## src/rtl/draw_arb_pkg.sv

```systemverilog
// Shared types and constants for the draw arbiter.
// Optional feature macro: DRAW_ARB_ROUND_ROBIN_EN (round-robin winner selection).
package draw_arb_pkg;

    localparam int NUM_REQ   = 3;
    localparam int REQ_BG    = 0;
    localparam int REQ_CHAR  = 1;
    localparam int REQ_SCENE = 2;

    localparam int DEF_XW = 8;
    localparam int DEF_YW = 7;
    localparam int DEF_CW = 3;

    typedef enum logic [1:0] {
        ST_IDLE   = 2'd0,
        ST_START  = 2'd1,
        ST_RUN    = 2'd2,
        ST_FINISH = 2'd3
    } arb_state_t;

    // One-hot of the first pending requester, scanning indices in the order a, b, c.
    function automatic logic [NUM_REQ-1:0] pick_first(
        input logic [NUM_REQ-1:0] pending,
        input int                 a,
        input int                 b,
        input int                 c
    );
        logic [NUM_REQ-1:0] res;
        res = 3'b000;
        if (pending[a]) begin
            res[a] = 1'b1;
        end else if (pending[b]) begin
            res[b] = 1'b1;
        end else if (pending[c]) begin
            res[c] = 1'b1;
        end else begin
            res = 3'b000;
        end
        return res;
    endfunction

    // Index of a one-hot vector; zero vector maps to index 0.
    function automatic logic [1:0] onehot_to_idx(input logic [NUM_REQ-1:0] oh);
        logic [1:0] idx;
        case (oh)
            3'b010:  idx = 2'd1;
            3'b100:  idx = 2'd2;
            default: idx = 2'd0;
        endcase
        return idx;
    endfunction

endpackage

```

## src/rtl/draw_arb_picker.sv

```systemverilog
// Winner selection and grant register for the draw arbiter.
// DRAW_ARB_ROUND_ROBIN_EN selects round-robin; otherwise fixed priority 0 > 1 > 2.
module draw_arb_picker
    import draw_arb_pkg::*;
(
    input  logic               clock,
    input  logic               resetn,
    input  logic [NUM_REQ-1:0] pending,
    input  logic               load,
    input  logic               clear,
    output logic [NUM_REQ-1:0] winner,
    output logic [NUM_REQ-1:0] grant
);

    logic [NUM_REQ-1:0] winner_s;
    logic [NUM_REQ-1:0] grant_r;

`ifdef DRAW_ARB_ROUND_ROBIN_EN
    logic [1:0] last_r;

    // Scan starting just after the last granted index, wrapping 2 -> 0.
    always_comb begin
        winner_s = 3'b000;
        case (last_r)
            2'd0:    winner_s = pick_first(pending, 1, 2, 0);
            2'd1:    winner_s = pick_first(pending, 2, 0, 1);
            default: winner_s = pick_first(pending, 0, 1, 2);
        endcase
    end

    // Remember the last granted index; reset value 2 makes index 0 win first.
    always_ff @(posedge clock) begin
        if (!resetn) begin
            last_r <= 2'd2;
        end else if (load && (winner_s != 3'b000)) begin
            last_r <= onehot_to_idx(winner_s);
        end else begin
            last_r <= last_r;
        end
    end
`else
    // Fixed priority: BG restore beats character beats scenery.
    always_comb begin
        winner_s = pick_first(pending, REQ_BG, REQ_CHAR, REQ_SCENE);
    end
`endif

    // Grant is loaded when leaving IDLE and dropped when a draw finishes.
    always_ff @(posedge clock) begin
        if (!resetn) begin
            grant_r <= 3'b000;
        end else if (load) begin
            grant_r <= winner_s;
        end else if (clear) begin
            grant_r <= 3'b000;
        end else begin
            grant_r <= grant_r;
        end
    end

    assign winner = winner_s;
    assign grant  = grant_r;

endmodule

```

## src/rtl/draw_arbiter.sv

```systemverilog
// Arbitrates three draw engines onto one framebuffer write port.
// Optional feature macro: DRAW_ARB_ROUND_ROBIN_EN (round-robin winner selection).
module draw_arbiter
    import draw_arb_pkg::*;
#(
    parameter int XW = DEF_XW,
    parameter int YW = DEF_YW,
    parameter int CW = DEF_CW
) (
    input  logic                  clock,
    input  logic                  resetn,
    input  logic [NUM_REQ-1:0]    req,
    input  logic [NUM_REQ-1:0]    done,
    input  logic [NUM_REQ*XW-1:0] px_x,
    input  logic [NUM_REQ*YW-1:0] px_y,
    input  logic [NUM_REQ*CW-1:0] px_colour,
    input  logic [NUM_REQ-1:0]    px_plot,
    output logic [NUM_REQ-1:0]    start,
    output logic [NUM_REQ-1:0]    ack,
    output logic [NUM_REQ-1:0]    grant,
    output logic [XW-1:0]         vga_x,
    output logic [YW-1:0]         vga_y,
    output logic [CW-1:0]         vga_colour,
    output logic                  vga_plot,
    output logic                  busy
);

    arb_state_t         state_r;
    arb_state_t         state_s;
    logic [NUM_REQ-1:0] pending_r;
    logic [NUM_REQ-1:0] pending_s;
    logic [NUM_REQ-1:0] start_r;
    logic [NUM_REQ-1:0] ack_r;
    logic               busy_r;
    logic [NUM_REQ-1:0] winner_s;
    logic [NUM_REQ-1:0] grant_s;
    logic               owner_done_s;

    draw_arb_picker u_picker (
        .clock   (clock),
        .resetn  (resetn),
        .pending (pending_r),
        .load    (state_r == ST_IDLE),
        .clear   (state_r == ST_FINISH),
        .winner  (winner_s),
        .grant   (grant_s)
    );

    assign owner_done_s = |(done & grant_s);

    // Next state and pending update; a new request beats the FINISH clear.
    always_comb begin
        state_s   = state_r;
        pending_s = pending_r | req;
        case (state_r)
            ST_IDLE: begin
                if (pending_r != 3'b000) begin
                    state_s = ST_START;
                end else begin
                    state_s = ST_IDLE;
                end
            end
            ST_START: state_s = ST_RUN;
            ST_RUN: begin
                if (owner_done_s) begin
                    state_s = ST_FINISH;
                end else begin
                    state_s = ST_RUN;
                end
            end
            ST_FINISH: begin
                state_s   = ST_IDLE;
                pending_s = (pending_r & ~grant_s) | req;
            end
            default: state_s = ST_IDLE;
        endcase
    end

    // State, pending and the registered start/ack/busy pulses.
    always_ff @(posedge clock) begin
        if (!resetn) begin
            state_r   <= ST_IDLE;
            pending_r <= 3'b000;
            start_r   <= 3'b000;
            ack_r     <= 3'b000;
            busy_r    <= 1'b0;
        end else begin
            state_r   <= state_s;
            pending_r <= pending_s;
            start_r   <= ((state_r == ST_IDLE) && (pending_r != 3'b000)) ? winner_s : 3'b000;
            ack_r     <= ((state_r == ST_RUN) && owner_done_s) ? grant_s : 3'b000;
            busy_r    <= (state_s != ST_IDLE);
        end
    end

    // Framebuffer mux: only the owner's buses and strobe reach the port.
    always_comb begin
        vga_x      = {XW{1'b0}};
        vga_y      = {YW{1'b0}};
        vga_colour = {CW{1'b0}};
        case (grant_s)
            3'b001: begin
                vga_x      = px_x[0*XW +: XW];
                vga_y      = px_y[0*YW +: YW];
                vga_colour = px_colour[0*CW +: CW];
            end
            3'b010: begin
                vga_x      = px_x[1*XW +: XW];
                vga_y      = px_y[1*YW +: YW];
                vga_colour = px_colour[1*CW +: CW];
            end
            3'b100: begin
                vga_x      = px_x[2*XW +: XW];
                vga_y      = px_y[2*YW +: YW];
                vga_colour = px_colour[2*CW +: CW];
            end
            default: begin
                vga_x      = {XW{1'b0}};
                vga_y      = {YW{1'b0}};
                vga_colour = {CW{1'b0}};
            end
        endcase
        if (state_r == ST_RUN) begin
            vga_plot = |(px_plot & grant_s);
        end else begin
            vga_plot = 1'b0;
        end
    end

    assign start = start_r;
    assign ack   = ack_r;
    assign grant = grant_s;
    assign busy  = busy_r;

endmodule

```

## config.mk

```make
export PLATFORM = sky130hd
export DESIGN_NAME = draw_arbiter
export DESIGN_NICKNAME = d
export VERILOG_FILES = /design/src/rtl/draw_arb_pkg.sv /design/src/rtl/draw_arb_picker.sv /design/src/rtl/draw_arbiter.sv
export SDC_FILE = /design/constraint.sdc
export NUM_CORES = 1
export LEC_CHECK = 0
export CORE_ASPECT_RATIO = 1.25
export CORE_UTILIZATION = 30
export CTS_BUF_LIST = sky130_fd_sc_hd__clkbuf_16
export DETAILED_ROUTE_END_ITERATION = 7
export HOLD_SLACK_MARGIN = 0.05
export PLACE_DENSITY = 0.8
export SLEW_MARGIN = 20
export SYNTH_ARGS = -nofsm -noshare
export SYNTH_HDL_FRONTEND = slang
export SYNTH_SLANG_ARGS = --single-unit
```

## constraint.sdc

```tcl
create_clock -name clock -period 1.8 [get_ports clock]
set_input_delay 0.45 -clock clock [delete_from_list [all_inputs] [get_ports clock]]
set_output_delay 0.45 -clock clock [all_outputs]
set_load 0.02 [all_outputs]
```

==> impl_results.md <==
- RSZ-0062 raised after global routing: true
- Vias in the first global route: 1180
- Final Hold Fails: 0
- Critical Path Start Type: flip-flop
- Post-layout util: 68.0%
- Area of the multi-input gates: between 600 and 700 um2
- Area leader, netlist: dfxtp_1
- Largest net degree at the start of global routing: 16
- Std cell rows: 23
- Worst-Margin Slew: between 300 and 400 ps
- Top post-synthesis cells by count: 23 x nand2_1, 18 x a22oi_1, 16 x o21ai_0
- Post-route cell area: about 2200 um2
- RR Endpoint: u_picker.grant[1]$_SDFFE_PN0P_
- Sw Pwr: 447 uW
- Post-CTS setup buffers: 0
- Post-Syn Instances: approximately 120
- Final nets: 298
- Yosys warns: 0
- Starting Density: 31.3%
- Hold Path End: start[2]$_SDFF_PN0_
- Final setup fails: 18
- # DRC: 0
- Final min period: 1880 ps
- Die width: about 54 um
- Hold Slack: 512 ps
- Final ANT Viol Nets: 0
- Most used cell, CP: buf_6
- Share of cells above drive strength 1: between 20% and 30%
- Most frequent cell after synthesis: nand2_1
- Pwr Density: 667 nW/um2
- Leak: a little over 0.9 nW
- Tcrit/Tclk final: 104%
- DP Worst Slack: -437 ps
- Reg2reg start: state_r[0]$_SDFF_PN0_
- Antenna fix cells: 0
- Num CTS Buffers: 3
- Hold Crit Start: pending_r[2]$_SDFF_PN0_
- Sw Share: roughly 31%
- First-pass GRT wire length: 5350 um
- Post-synth top area share: between 30% and 40%
- Filler cells: 274
- Seq pwr share: 26.4%
- Area grow syn2layout: 117%
- CTS tree: built
- Later-pin clock latency in the skew report: 240 ps
- Port-buffer cells: 93
- WP data arrival: about 1400 ps
- GPL Wtd Cong: around 0.82
- CP required: roughly 1400 ps
- Cell Area, Synth: 1000 um2
- Reg2Reg Setup Slack: 320 ps
- Post-synthesis cell type count: 25
- Post-synthesis net count: 193
- Hold Path Class: flip-flop to flip-flop
- Routed vias/inst: between 5 and 6
- Clock Power Share: between 20% and 30%
- Final Worst Setup Slack: -77.2 ps
- Pint: 1.00 mW
- Max Slew Vio Count: 0
- Slowest cell delay on critical path: 330 ps
- Drt first-iter violations: 37
- Crit end category: output pin
- Failing checks: setup timing
- IO Pins: between 90 and 100
- CP max stage cell: dfxtp_2
- Core ar.: 3190 um2
- Mean Syn Cell Area: 8.06 um2
- Grt ovf: 0
- Worst VDD drop: 0.000723 V
- Crit-path max FO: 7
- Fmax achieved: 0.533 GHz
- Slew margin rel.: 76.0%
- Die ar.: 3570 um2
- Register area: a little over 300 um2
- # H-tree levels: 1
- Seq cells post-synth: 15
- Antenna violations before repair: 0
- Die Y: roughly 67 um
- Min-Delay Path Depth: 2
- Seq/Total Area, Yosys: 30.0%
- Number of max-cap violations: 0
- Final wirelength: 3680 um
- Cell Chain, Critical Path: buf_6 > nor3b_4 > buf_6 > nand2_2 > o21ai_4 > buf_6
- Ys flop type: dfxtp_1
- Total GRT Usage: between 20% and 30%
- Clk root buf: clkbuf_16
- Avg WL per Cell: 13.9 um
- HPWL after detailed placement: 2780 um
- Vias: 1326
- Drt first pass iters: 5
- Clk sinks: 15
- Hold-fix buffers at CTS: 0
- Kind of critical path: flip-flop to output pin
- DP Area: 2050 um2
- Longest Clk Path Bufs: 2
- Largest cells by area after synthesis: dfxtp_1 30%, a22oi_1 14%, nand2_1 8.6%
- Async SR Flop Fraction: 0%
- CTS clk-pin slew, worst paths: 50 ps
- Clock Skews: 2.93 ps
- Status: finished with violations
- Worst reg-to-reg path cell count: 6
- Comb power frac: 44.7%
- EDFF count, synth: 0
metal layers:
| layer | vias to the layer above | share of wire [%] | track usage [%] |
|---|---|---|---|
| met4 | 0 | 0.33 | 3.95 |
| met3 | 2 | 11 | 6.85 |
| met5 | - | 0 | 0 |
| met2 | 69 | 50 | 35.9 |
| li1 | 657 | - | - |
| met1 | 598 | 38 | 22.9 |
flip-flops by register name (all words and copies together), names as in the netlist:
register,flops
pending_r,3
u_picker.grant,3
ack,3
state_r,2
start,3
busy,1
cells by family (layout without fill, tap and decap cells):
logic type | after synthesis | count (layout) | synth area share (%)
buffers and inverters | 14 | 118 | 11.3
adder cells (fa/ha/maj) | 4 | 4 | 5.01
AND/OR/NAND/NOR | 44 | 44 | 23.9
flip-flops | 15 | 15 | 30.0
AO/OA/AOI/OAI | 47 | 47 | 29.8
power by group through the flow:
stage,Clock (mW),Sequential [mW],Combinational (mW)
after floorplan,0,0.401,0.291
after global placement,0,0.386,0.627
after detailed placement,0,0.387,0.635
after CTS,0.422,0.382,0.638
after global routing,0.445,0.386,0.691
final,0.419,0.382,0.646
placed cells by master (no fill, tap or decap), types with 8 or more instances in the layout:
| master | n |
|---|---|
| buf_6 | 11 |
| clkdlybuf4s50_1 | 68 |
| nand2_2 | 10 |
| a22oi_1 | 18 |
| buf_4 | 19 |
| o21ai_1 | 9 |
| o21ai_2 | 8 |
| nand2_1 | 11 |
| dfxtp_1 | 13 |
critical path, delay by kind of cell (launching register included):
kind	cells	cell delay, ps
AOI/OAI and AO/OA	1	70
buffers and inverters	3	460
DFF	1	330
and+or+nand+nor	2	320
repair_timing:
| item | CTS | global route |
|---|---|---|
| endpoints found under the setup margin | 22 | 20 |
| pin swaps | 15 | 3 |
| endpoints found under the hold margin | 0 | 0 |
| gates cloned | 1 | 0 |
| resized for setup | 117 | 10 |
worst max path at each step:
stage                                         startpoint       endpoint  slack, ps  depth (start not counted)
after detailed placement                      px_plot[0]       vga_plot       -440                          4
after global placement                          px_y[19]       vga_y[5]       -450                          4
after CTS                 u_picker.grant[2]$_SDFFE_PN0P_       vga_y[3]        -90                          6
after floorplan           u_picker.grant[2]$_SDFFE_PN0P_  vga_colour[0]        -30                          6
after global routing      u_picker.grant[2]$_SDFFE_PN0P_       vga_x[1]       -160                          6
final                     u_picker.grant[2]$_SDFFE_PN0P_       vga_y[5]        -80                          6
cell type report:
class	count	area share, %
Multi-Input combinational cell	95	31.0
Sequential cell	15	14.1
Clock buffer	3	3.46
Tap cell	37	2.13
Inverter	4	0.692
Timing Repair Buffer	110	48.5
Clock inverter	1	0.173
per-stage QoR:
step / power (mW) / setup TNS [ps] / instances
finish: 1.45 / -953 / 265
global route: 1.52 / -2410 / 265
CTS: 1.44 / -1200 / 265
detailed placement: 1.02 / -7070 / 260
global placement: 1.01 / -6860 / 260
floorplan: 0.692 / -26.3 / 124
Note: power is estimated with default switching activity, not from simulation.
